[config.mk]
export PLATFORM = sky130hd
export DESIGN_NAME = rf_wb_arbiter_flat
export DESIGN_NICKNAME = d
export VERILOG_FILES = /design/src/rtl/rf_wb_arbiter_if.sv /design/src/rtl/rf_wb_arbiter.sv /design/src/flat_wrapper.sv
export SDC_FILE = /design/constraint.sdc
export NUM_CORES = 1
export LEC_CHECK = 0
export ABC_AREA = 1
export BUFFER_PORTS_ARGS = -buffer_cell sky130_fd_sc_hd__buf_2
export CORE_UTILIZATION = 45
export DETAILED_ROUTE_END_ITERATION = 6
export PLACE_DENSITY = 0.77
export SLEW_MARGIN = 20
export SYNTH_ARGS = -nofsm -noshare
export SYNTH_HDL_FRONTEND = slang
export SYNTH_SLANG_ARGS = --single-unit
[constraint.sdc]
create_clock -name clk -period 1.4 [get_ports clk]
set_clock_uncertainty 0.2 [all_clocks]
set_input_delay 0.21 -clock clk [delete_from_list [all_inputs] [get_ports clk]]
set_output_delay 0.21 -clock clk [all_outputs]
set_load 0.01 [all_outputs]
[src/rtl/rf_wb_arbiter_if.sv]
// Writeback bus shared by the two writeback sources and the register-unit write port.
// master: the side that presents writebacks and observes the write port; slave: the arbiter.
interface rf_wb_arbiter_if #(
    parameter int XLEN = 32
);
    // valid/ready: a source raises valid with rd/data and holds all three unchanged until
    // it sees ready high on a rising edge; that edge is the transfer.
    logic            a_valid;
    logic [4:0]      a_rd;
    logic [XLEN-1:0] a_data;
    logic            a_ready;

    logic            b_valid;
    logic [4:0]      b_rd;
    logic [XLEN-1:0] b_data;
    logic            b_ready;

    logic [4:0]      rd;
    logic            RuWr;
    logic [XLEN-1:0] DataWr;
    logic            starve_force;

    modport master (
        output a_valid, a_rd, a_data,
        input  a_ready,
        output b_valid, b_rd, b_data,
        input  b_ready,
        input  rd, RuWr, DataWr, starve_force
    );

    modport slave (
        input  a_valid, a_rd, a_data,
        output a_ready,
        input  b_valid, b_rd, b_data,
        output b_ready,
        output rd, RuWr, DataWr, starve_force
    );
endinterface

[src/rtl/rf_wb_arbiter.sv]
// Arbitrates the single register-unit write port between the pipeline (A, fixed priority)
// and the long-latency unit (B), forcing B through after MAX_WAIT consecutive lost cycles.
module rf_wb_arbiter #(
    parameter int XLEN     = 32,
    parameter int MAX_WAIT = 4
) (
    input  logic                clk,
    input  logic                rst_n,
    rf_wb_arbiter_if.slave      bus
);

    localparam logic [3:0] MAX_CNT = 4'(MAX_WAIT);

    typedef enum logic {
        MODE_A_PRIO   = 1'b0,
        MODE_B_FORCED = 1'b1
    } arb_mode_e;

    arb_mode_e       mode_q, mode_d;
    logic [3:0]      wait_cnt_q, wait_cnt_d;
    logic [4:0]      rd_q, rd_d;
    logic [XLEN-1:0] data_q, data_d;
    logic            wr_q, wr_d;

    logic            a_grant;
    logic            b_grant;

    // Grants are gated by rst_n so neither source sees a handshake while reset is held.
    always_comb begin
        a_grant = 1'b0;
        b_grant = 1'b0;
        if (rst_n) begin
            if (mode_q == MODE_B_FORCED) begin
                b_grant = bus.b_valid;
                a_grant = bus.a_valid && !bus.b_valid;
            end else begin
                a_grant = bus.a_valid;
                b_grant = bus.b_valid && !bus.a_valid;
            end
        end
    end

    always_comb begin
        wait_cnt_d = wait_cnt_q;
        if (!bus.b_valid || b_grant) begin
            wait_cnt_d = 4'd0;
        end else if (wait_cnt_q < MAX_CNT) begin
            wait_cnt_d = wait_cnt_q + 4'd1;
        end
        mode_d = (wait_cnt_d == MAX_CNT) ? MODE_B_FORCED : MODE_A_PRIO;
    end

    // x0 writebacks complete the handshake but never raise the write enable.
    always_comb begin
        rd_d   = rd_q;
        data_d = data_q;
        wr_d   = 1'b0;
        if (a_grant) begin
            rd_d   = bus.a_rd;
            data_d = bus.a_data;
            wr_d   = (bus.a_rd != 5'd0);
        end else if (b_grant) begin
            rd_d   = bus.b_rd;
            data_d = bus.b_data;
            wr_d   = (bus.b_rd != 5'd0);
        end
    end

    always_ff @(posedge clk or negedge rst_n) begin
        if (!rst_n) begin
            mode_q     <= MODE_A_PRIO;
            wait_cnt_q <= 4'd0;
            rd_q       <= 5'd0;
            data_q     <= '0;
            wr_q       <= 1'b0;
        end else begin
            mode_q     <= mode_d;
            wait_cnt_q <= wait_cnt_d;
            rd_q       <= rd_d;
            data_q     <= data_d;
            wr_q       <= wr_d;
        end
    end

    assign bus.a_ready      = a_grant;
    assign bus.b_ready      = b_grant;
    assign bus.rd           = rd_q;
    assign bus.RuWr         = wr_q;
    assign bus.DataWr       = data_q;
    assign bus.starve_force = (mode_q == MODE_B_FORCED);

endmodule
[src/flat_wrapper.sv]
// flat-port wrapper written by rule: the top's interface ports become plain ports
module rf_wb_arbiter_flat 
#(
    parameter int XLEN     = 32,
    parameter int MAX_WAIT = 4
)
  (clk, rst_n, bus_a_valid, bus_a_rd, bus_a_data, bus_a_ready, bus_b_valid, bus_b_rd, bus_b_data, bus_b_ready, bus_rd, bus_RuWr, bus_DataWr, bus_starve_force);
  rf_wb_arbiter_if #(.XLEN(XLEN)) bus_i ();
  input  logic clk;
  input  logic rst_n;
  input wire logic [$bits(bus_i.a_valid)-1:0] bus_a_valid;
  input wire logic [$bits(bus_i.a_rd)-1:0] bus_a_rd;
  input wire logic [$bits(bus_i.a_data)-1:0] bus_a_data;
  output wire logic [$bits(bus_i.a_ready)-1:0] bus_a_ready;
  input wire logic [$bits(bus_i.b_valid)-1:0] bus_b_valid;
  input wire logic [$bits(bus_i.b_rd)-1:0] bus_b_rd;
  input wire logic [$bits(bus_i.b_data)-1:0] bus_b_data;
  output wire logic [$bits(bus_i.b_ready)-1:0] bus_b_ready;
  output wire logic [$bits(bus_i.rd)-1:0] bus_rd;
  output wire logic [$bits(bus_i.RuWr)-1:0] bus_RuWr;
  output wire logic [$bits(bus_i.DataWr)-1:0] bus_DataWr;
  output wire logic [$bits(bus_i.starve_force)-1:0] bus_starve_force;
  assign bus_i.a_valid = bus_a_valid;
  assign bus_i.a_rd = bus_a_rd;
  assign bus_i.a_data = bus_a_data;
  assign bus_a_ready = bus_i.a_ready;
  assign bus_i.b_valid = bus_b_valid;
  assign bus_i.b_rd = bus_b_rd;
  assign bus_i.b_data = bus_b_data;
  assign bus_b_ready = bus_i.b_ready;
  assign bus_rd = bus_i.rd;
  assign bus_RuWr = bus_i.RuWr;
  assign bus_DataWr = bus_i.DataWr;
  assign bus_starve_force = bus_i.starve_force;
  rf_wb_arbiter #(.XLEN(XLEN), .MAX_WAIT(MAX_WAIT)) u_core (.clk(clk), .rst_n(rst_n), .bus(bus_i));
endmodule
# Word level (Yosys, flattened, before mapping)
# Index checks and enable logic that the tools add are counted.
[word_totals]
in_bits = 78
ff_bits = 43
output_inout_bits = 41
[op_classes]
n_eq_ne = 1
n_addsub = 1
n_reduce_logical = 8
n_mux = 13
magnitude_cmp = 1
[ops]
columns = ["op", "count"]
rows = [
  ["$mux 32", 2],
  ["$mux 5", 2],
  ["$reduce_bool 5->1", 2],
  ["$mux 4", 2],
  ["$mux 1", 7],
  ["$add 4x1->4 const B", 1],
  ["$eq 4x3->1 const B", 1],
  ["$lt 4x3->1 const B", 1],
  ["$logic_and 1x1->1", 2],
  ["$logic_not 1->1", 2],
  ["$reduce_bool 2->1", 1],
  ["$logic_or 1x1->1", 1],
]

# Logic depth before layout (Yosys ltp)
# Gate-level depths: netlist of the first run.
[depth]
word_depth = 8
mapped_depth = 8

# Least setup slack after synthesis of the first run
# No wires, ideal clock.
[synth_timing]
path_kind = "reg-to-reg"
start = "register u_core.mode_q (netlist: u_core.bus.starve_force)"
end = "register u_core.rd_q[4] (netlist: u_core.bus.rd[4])"
path_stages_with_launch = 7
t_arrival_ns = 0.973
path_slack_ns = 0.096
period_less_slack_ns = 1.304
path_cell_list = "dfrtp_1 -> nand2_1 -> nand2_4 -> buf_6 -> buf_6 -> nand3_1 -> o211ai_1"
[synth_via]
elab_chain_len = 3
[synth_lines]
columns = ["item", "line_no", "source"]
rows = [
  ["start, declared", "rf_wb_arbiter.sv:19", "arb_mode_e mode_q, mode_d;"],
  ["start signal, assigned", "rf_wb_arbiter.sv:77", "mode_q <= mode_d;"],
  ["$mux 1", "rf_wb_arbiter.sv:33", "if (mode_q == MODE_B_FORCED) begin"],
  ["$mux 1", "rf_wb_arbiter.sv:32", "if (rst_n) begin"],
  ["$mux 5 / $reduce_bool 2->1 (equally long branches)", "--", ""],
  ["end signal, assigned", "rf_wb_arbiter.sv:79", "rd_q <= rd_d;"],
  ["end, declared", "rf_wb_arbiter.sv:21", "logic [4:0] rd_q, rd_d;"],
]
# Several ways; a longest one is shown, not always the timed one.
# A chain may end at the register's enable or synchronous reset.

# Final worst setup path of the first run
[layout_timing]
start = "register u_core.mode_q (netlist: u_core.bus.starve_force)"
end = "output port bus_b_ready"
[layout_via]
elab_chain_len = 2
[layout_lines]
columns = ["item", "line_no", "source"]
rows = [
  ["$mux 1", "rf_wb_arbiter.sv:33", ""],
  ["$mux 1", "rf_wb_arbiter.sv:32", ""],
  ["end, declared", "flat_wrapper.sv:18", "output wire logic [$bits(bus_i.b_ready)-1:0] bus_b_ready;"],
]
# Every way passes these cells.

==> results.txt, run 1 <==
* Top-count cell post-synth: sky130_fd_sc_hd__nand2_1
- Clock-pin slew reported for the worst setup and hold paths after clock tree synthesis: 0.08 ns
* Post-detailed-route via-to-cell ratio: between 4 and 5
* HPWL after detailed placement: 4431 µm
* Adder-Cell Fraction of Synth Area: 0.5336%
* Final critical-path share of the clock period: 102.7%
- Yosys top cell area share: 45.89%
- Combinational family with the most area after synthesis: simple AND/OR/NAND/NOR gates
* Yosys warning total: 0
- Detailed Route WL: 6328 µm
- Entering global routing, the biggest net connects 26 pins.
- During placement, the flow inserted port buffers numbering roughly 120.
- Syn Nets: between 400 and 500
- Global Route Usage Sum: 22.86%
* Top-level port count: 119
- In the final routed layout, each cell accounts on average for 11.48 µm.
* Max Cap Viol: 0
* Area added between synthesis and finish: 42.32%
- Fraction of layout instances using a drive strength above 1: 30.79%
- Worst setup path class: reg -> out
* Arrival time of data at the critical path endpoint: 1.03 ns
- Routability-driven placement finished with a final weighted congestion of around 0.76.
* Top cells by area, synth: sky130_fd_sc_hd__dfrtp_1 (46%), sky130_fd_sc_hd__nand2_1 (24%), sky130_fd_sc_hd__inv_1 (12%)
- Critical path required time: 0.99 ns
* Wire length of the first global-routing pass: ~9500 µm
* Nature of the critical path endpoint: primary output
- Post-synthesis instance area: 2345 µm²
* Worst IR Drop VDD: just over 0.0006 V
* DRT antenna net count: 0
* HP Class: in -> reg
- Placeable Area: 4880 µm²
* Share of the synthesized area in compound gates (AO/OA/AOI/OAI): under 10%
- The detailed router finished its first iteration with approximately 150 violations.
* TritonCTS sink count: 43
- Number of hold violations in the final report: 0
* Simple-gate portion of the synthesized area: 34.85%
- Top achievable clock speed: slightly below 700 MHz
* Commonest cells in the netlist: sky130_fd_sc_hd__nand2_1 (153), sky130_fd_sc_hd__inv_1 (74), sky130_fd_sc_hd__dfrtp_1 (43)
* Number of rows in the core area: 25
- The synthesized design contains 0 enable-type register cells.
- Cell type with the largest total area after synthesis: sky130_fd_sc_hd__dfrtp_1
- Layout net count: 562
- Die span in y: 74.19 µm
- Dividing total power by cell area gives a power density of 1043 nW/µm².
* Die extent in x: approximately 74 µm
- Minimum hold slack: between 0.007 and 0.008 ns
* Result of the run: finished with violations
- For the pin with the worst max-slew slack, the measured transition is 0.3142 ns.
- For this configuration, the core starts out at a cell density of about 48%.
* Mapped Cells: roughly 350
* Distinct cell type count after synthesis: 15
- The first detailed-routing pass ran for 5 iterations.
- Final-report setup violation count: 11
* Async set-reset flop share out of synthesis: 100.0%
* TritonCTS clock tree: yes
- Of the total synthesized cell area, the portion taken by XOR and XNOR cells is 0%.
- In this run the worst path has a maximum fanout of 3.
- For this run, design rule violations remaining after detail routing come to 0.
- Antenna Cells: 0
* Worst-skew pair later-pin latency: 0.28 ns
- Number of fillers in the final layout: 450
- The worst pin sits at a relative slew slack of about four fifths.
- Synthesized area divided by synthesized cell count: 6.777 µm²
* Count of vias placed by the detailed router: roughly 2500
- Max Buffers Root-to-Sink: 2
- Post-route cell area: 3337 µm²
* Slew Limit Fails: 0
* Clock period minus final worst setup slack: 1.438 ns
- Placement Cell Area: 3022 µm²
* H-Tree Level Count: 2
- Number of global-route vias before repair: 2203
- For this run the aggregate overflow at the end of global routing stands at 0.
* CTS root buf: sky130_fd_sc_hd__clkbuf_8
- Of the post-synthesis cell area, the part taken by muxes is 0%.
- Unrepaired setup endpoints after global routing: yes
- Buffers inserted during clock tree synthesis total 5.
- Total of flip-flops plus latches after synthesis: 43
* Floorplan die area: between 5000 and 6000 µm²
- The final reports fail on negative setup slack.
- Leak Pwr: 2.137 nW
- Sequential-to-total area share from yosys stat: 45.89%
* Number of antenna violations at the first check in global routing: 0
- Category of the worst setup path launch point: flip-flop
- Predominant post-synthesis flop cell: sky130_fd_sc_hd__dfrtp_1
- Setup TNS after final layout: -0.1447 ns
* Setup slack after layout: -0.03790 ns
-- metal layers --
metal / global-route usage, % / vias up / part of all wire, % / wire length [µm]
met5: 0 / - / 0 / 0
li1: - / 1278 / - / -
met4: 4.701 / 0 / 0.40 / 25
met1: 26.86 / 1161 / 43 / 2706
met3: 5.420 / 2 / 4.7 / 300
met2: 42.32 / 79 / 52 / 3296
-- registers in the layout (all words and copies together), names as in the netlist --
signal,cells
u_core.wait_cnt_q,4
u_core.bus.RuWr,1
u_core.bus.starve_force,1
u_core.bus.DataWr,32
u_core.bus.rd,5
-- final timing paths --
kind,startpoint,end,slack [ns],cells after the start
setup / recovery,u_core.bus.starve_force$_DFF_PN0_,bus_b_ready,-0.04,3
hold / removal,bus_a_data[0],u_core.bus.DataWr[0]$_DFFE_PN0P_,0.008,5
setup reg to reg,u_core.bus.starve_force$_DFF_PN0_,u_core.bus.DataWr[1]$_DFFE_PN0P_,-0.01,8
hold reg to reg,u_core.bus.DataWr[20]$_DFFE_PN0P_,u_core.bus.DataWr[20]$_DFFE_PN0P_,0.28,2
max in group asynchronous,rst_n,u_core.bus.DataWr[10]$_DFFE_PN0P_,0.40,3
min in group asynchronous,rst_n,u_core.bus.DataWr[28]$_DFFE_PN0P_,0.33,3
-- cells by family after synthesis --
kind of cell	after synthesis
and+or+nand+nor	202
buffers and inverters	91
DFF	43
AOI/OAI and AO/OA	9
adders and majority gates	1
-- placed cells by master (no fill, tap or decap) --
| master | count |
|---|---|
| sky130_fd_sc_hd__inv_1 | 74 |
| sky130_fd_sc_hd__inv_6 | 1 |
| sky130_fd_sc_hd__ha_1 | 1 |
| sky130_fd_sc_hd__buf_6 | 3 |
| sky130_fd_sc_hd__nand2_4 | 1 |
| sky130_fd_sc_hd__nand2_2 | 1 |
| sky130_fd_sc_hd__o21ai_0 | 3 |
| sky130_fd_sc_hd__nor2_1 | 7 |
| sky130_fd_sc_hd__buf_12 | 1 |
| sky130_fd_sc_hd__buf_4 | 13 |
| sky130_fd_sc_hd__a21oi_1 | 2 |
| sky130_fd_sc_hd__clkbuf_1 | 1 |
| sky130_fd_sc_hd__buf_2 | 117 |
| sky130_fd_sc_hd__a21oi_2 | 1 |
| sky130_fd_sc_hd__clkbuf_16 | 2 |
| sky130_fd_sc_hd__dfrtp_1 | 43 |
| sky130_fd_sc_hd__o211ai_1 | 1 |
| sky130_fd_sc_hd__inv_2 | 2 |
| sky130_fd_sc_hd__dlygate4sd3_1 | 8 |
| sky130_fd_sc_hd__o21ai_1 | 2 |
| sky130_fd_sc_hd__bufinv_16 | 2 |
| sky130_fd_sc_hd__nand3_1 | 41 |
| sky130_fd_sc_hd__nand2_1 | 152 |
| sky130_fd_sc_hd__clkbuf_8 | 5 |
-- worst max-delay path, stage by stage (launching register included) --
cell	delay [ns]
sky130_fd_sc_hd__dfrtp_1	0.38
sky130_fd_sc_hd__inv_1	0.07
sky130_fd_sc_hd__a21oi_2	0.14
sky130_fd_sc_hd__buf_2	0.15
-- where the power goes --
group	total, mW	internal [mW]	leakage (nW)	switching, mW
clock network	1.12	0.713	0.0654	0.410
registers	1.50	1.40	0.527	0.0916
logic	0.861	0.390	1.54	0.471
-- metrics by stage --
stage / power [mW] / setup WS, ns / util, % / std cells
5_1_grt: 3.684 / -0.08966 / 68.38 / 551
3_3_place_gp: 2.307 / 0.08524 / 61.92 / 529
3_5_place_dp: 2.327 / 0.04627 / 61.92 / 529
2_1_floorplan: 1.938 / 0.09640 / - / 346
4_1_cts: 3.477 / -0.03667 / 66.90 / 547
6_report: 3.480 / -0.03790 / 68.38 / 551
-- timing repair --
action / in CTS / in global routing
gates resized for setup: 4 / 5
setup buffers: 2 / 1
gates cloned: 0 / 3
hold buffers: 8 / 0
endpoints found under the setup margin: 2 / 35
hold endpoints to repair: 48 / 0
pin swaps: 0 / 2
-- cell type report --
| type | instances | area (µm²) | share of cell area [%] |
|---|---|---|---|
| clock buffer | 6 | 72.57 | 2.175 |
| clock inverter | 2 | 60.06 | 1.800 |
| inverter | 77 | 294.0 | 8.811 |
| multi-input combinational | 212 | 883.3 | 26.47 |
| sequential | 43 | 1076 | 32.25 |
| tap | 67 | 83.83 | 2.512 |
| timing repair buffer | 144 | 867.1 | 25.98 |
(Power assumes the default switching activity.)
==> run 2, diff against run 1 <==
- CELL_PAD_IN_SITES_DETAIL_PLACEMENT: not set -> 2
- CELL_PAD_IN_SITES_GLOBAL_PLACEMENT: not set -> 2
- CORE_UTILIZATION: 45 -> 23
- PLACE_DENSITY: 0.77 -> 0.78
==> results.txt, run 2 (synthesis results as in run 1) <==
- The count of nets left with antenna violations once routing finished came out at 0.
* Placeable Area: just under 10000 µm²
* Nature of the critical path endpoint: primary output
- Switching portion of total power: 33.82%
- Die extent in x: 103.0 µm
- Post-detailed-route via-to-cell ratio: around 4.3
- H-Tree Level Count: 2
- Setup slack on the worst reg-to-reg path comes out at -0.11 ns.
- In this run the deepest clock path goes through 2 buffers.
- At the later pin of the worst-skew pair, clock insertion delay measures around 0.29 ns.
- Relative to the synthesized area, the layout overhead comes to 64.78%.
* Layout net count: 574
* Arrival time of data at the critical path endpoint: 1.12 ns
- At the pin with the least slew margin, the transition time is 0.4216 ns.
- At the worst endpoint, the required time is 0.99 ns.
- For this design the static power due to leakage is 2.326 nW.
- Beginning of the worst register-to-register path: u_core.bus.starve_force$_DFF_PN0_
* Combinational group share of total power: about a third
* Violations in the final reports: negative setup slack
- For this configuration, the core starts out at a cell density of 23.88%.
- Clock period minus final worst setup slack: ~1.5 ns
- Beginning of the worst hold path: bus_a_data[10]
- At the end of the flow the core is filled with cells to 39.35%.
* Final Wtd Congestion: 0.7320
* Number of fillers in the final layout: 1198
- The register with the most flip-flops in the layout has 32 of them.
* Clock buffers created by TritonCTS: 5
- Worst IR Drop VDD: 0.0004340 V
* Die span in y: approximately 100 µm
- Top achievable clock speed: roughly 650 MHz
- Port buffering added 118 buffers.
- The worst setup path is launched from a flip-flop.
* Worst Hold Path EP: u_core.bus.DataWr[10]$_DFFE_PN0P_
* HP Class: in -> reg
- After clock tree synthesis, the clock-pin slew on the worst setup and hold paths is 0.09 ns.
* Critical path peak fanout: 3
- Seq pwr share: 44.6%
* Slew Limit Fails: 0
* Commonest non-fill, non-tap cell in the layout: sky130_fd_sc_hd__nand2_1
* Total gr overflow: 0
- Setup repair after global routing could not meet its margin everywhere.
* Result of the run: finished with violations
* Worst setup path class: reg -> out
- Entering global routing, the biggest net connects 32 pins.
* Power Dens Cells: 875.4 nW/µm²
- After the first detailed-routing iteration, the DRC count stood at 56.
- Reg2Reg Capture Point: u_core.bus.DataWr[29]$_DFFE_PN0P_
* Remaining DRCs: 0
* Floorplan die area: ~11000 µm²
- Max Cap Viol: 0
- HPWL after detailed placement: roughly 6700 µm
- Cell depth of the worst hold path: 5
* TritonCTS sink count: between 40 and 50
* Number of rows in the core area: 36
* Number of global-route vias before repair: 3068
- R2R cell count: 9
* Wire length of the first global-routing pass: 14960 µm
- In this run the tightest slew margin relative to its limit is 71.89%.
- Setup slack after layout: -0.1339 ns
- Number of antenna violations at the first check in global routing: 2
- Of the cells placed in the final design, the portion with a size suffix greater than 1 is a little over two fifths.
- Pin placement for this block handled approximately 120 I/O pins.
* Number of hold violations in the final report: 0
- Clock network power share: a little under a quarter
* Most frequent cells in the layout: sky130_fd_sc_hd__nand2_1 (128), sky130_fd_sc_hd__buf_2 (115), sky130_fd_sc_hd__inv_1 (72)
- Setup TNS after final layout: -2.682 ns
* Total iterations of the first detailed-routing run: 3
- Dividing the detail-routed wire length by the instance count gives 15.62 µm.
- The routed layout has about 2700 vias.
- Setup violations remaining at the end of the flow were counted as 43.
- For this run, the number of standard cells in the final layout without fillers is 630.
- The routed design has 9840 µm of wire.
- Switching power: 1.144 mW
- Cell internal power was estimated by the tool at 2.238 mW.
* Global Route Usage Sum: 18.49%
* Final critical-path share of the clock period: 109.6%
* CTS root buf: sky130_fd_sc_hd__clkbuf_8
- Counting tap cells, the placed design contains a total of 598 instances.
- TritonCTS clock tree: yes
-- run 2: per-stage QoR --
stage                     hold slack, ns  worst slack (ns)  instance area, µm²  power [mW]
final                            0.01214           -0.1339                3864       3.382
after global routing             0.03284           -0.1808                3861       3.599
after CTS                        0.01286           -0.1471                3577       3.319
after detailed placement         0.01052          -0.05733                3152       2.412
after global placement          0.002954           0.04099                3152       2.368
after floorplan                  -0.2856           0.09640                2345       1.938
-- run 2: worst max-delay path, cell delays in order, from the launching register on --
cell and delay [ns]:
sky130_fd_sc_hd__dfrtp_1 0.39, sky130_fd_sc_hd__nand2_2 0.09, sky130_fd_sc_hd__nand2_4 0.08, sky130_fd_sc_hd__inv_4 0.04, sky130_fd_sc_hd__buf_12 0.12, sky130_fd_sc_hd__buf_6 0.11
-- run 2: what timing repair did --
action | 4_1_cts | 5_1_grt
hold buffers | 8 | 1
resized for setup | 37 | 54
buffers inserted | 9 | 3
cloned | 2 | 2
hold endpoints to repair | 47 | 43
pin swaps | 8 | 13
setup endpoints to repair | 31 | 40
-- run 2: power by group through the flow --
stage / Sequential [mW] / Combinational, mW / Clock, mW
finish: 1.51 / 1.07 / 0.802
detailed placement: 1.53 / 0.879 / 0
CTS: 1.51 / 0.986 / 0.822
global placement: 1.53 / 0.838 / 0
global route: 1.53 / 1.20 / 0.875
floorplan: 1.59 / 0.350 / 0
-- run 2: final cells by class --
| type | count | area, µm² | share of cell area [%] |
|---|---|---|---|
| multi-input combinational | 212 | 1137 | 29.44 |
| timing repair buffer | 156 | 1106 | 28.63 |
| sequential | 43 | 1076 | 27.85 |
| inverter | 77 | 294.0 | 7.610 |
| tap | 133 | 166.4 | 4.307 |
| clock buffer | 7 | 76.32 | 1.975 |
| clock inverter | 1 | 5.005 | 0.1295 |
| antenna | 1 | 2.502 | 0.06477 |
-- run 2: worst max path at each step --
stage | startpoint | slack (ns) | end | cells past startpoint
5_1_grt | u_core.bus.starve_force$_DFF_PN0_ | -0.18 | bus_b_ready | 4
2_1_floorplan | u_core.bus.starve_force$_DFF_PN0_ | 0.1 | u_core.bus.rd[4]$_DFFE_PN0P_ | 6
6_report | u_core.bus.starve_force$_DFF_PN0_ | -0.13 | bus_a_ready | 5
3_5_place_dp | u_core.bus.starve_force$_DFF_PN0_ | -0.06 | u_core.bus.DataWr[29]$_DFFE_PN0P_ | 7
3_3_place_gp | u_core.bus.starve_force$_DFF_PN0_ | 0.04 | u_core.bus.DataWr[14]$_DFFE_PN0P_ | 7
4_1_cts | u_core.bus.starve_force$_DFF_PN0_ | -0.15 | bus_b_ready | 4
-- run 2: routing by layer --
layer  global-route usage (%)  wire length [µm]  part of all wire [%]
met1                    20.02              3899                    40
met2                    36.56              5299                    54
met3                    4.203               535                   5.4
met4                    3.359                91                  0.92
met5                        0                13                  0.13
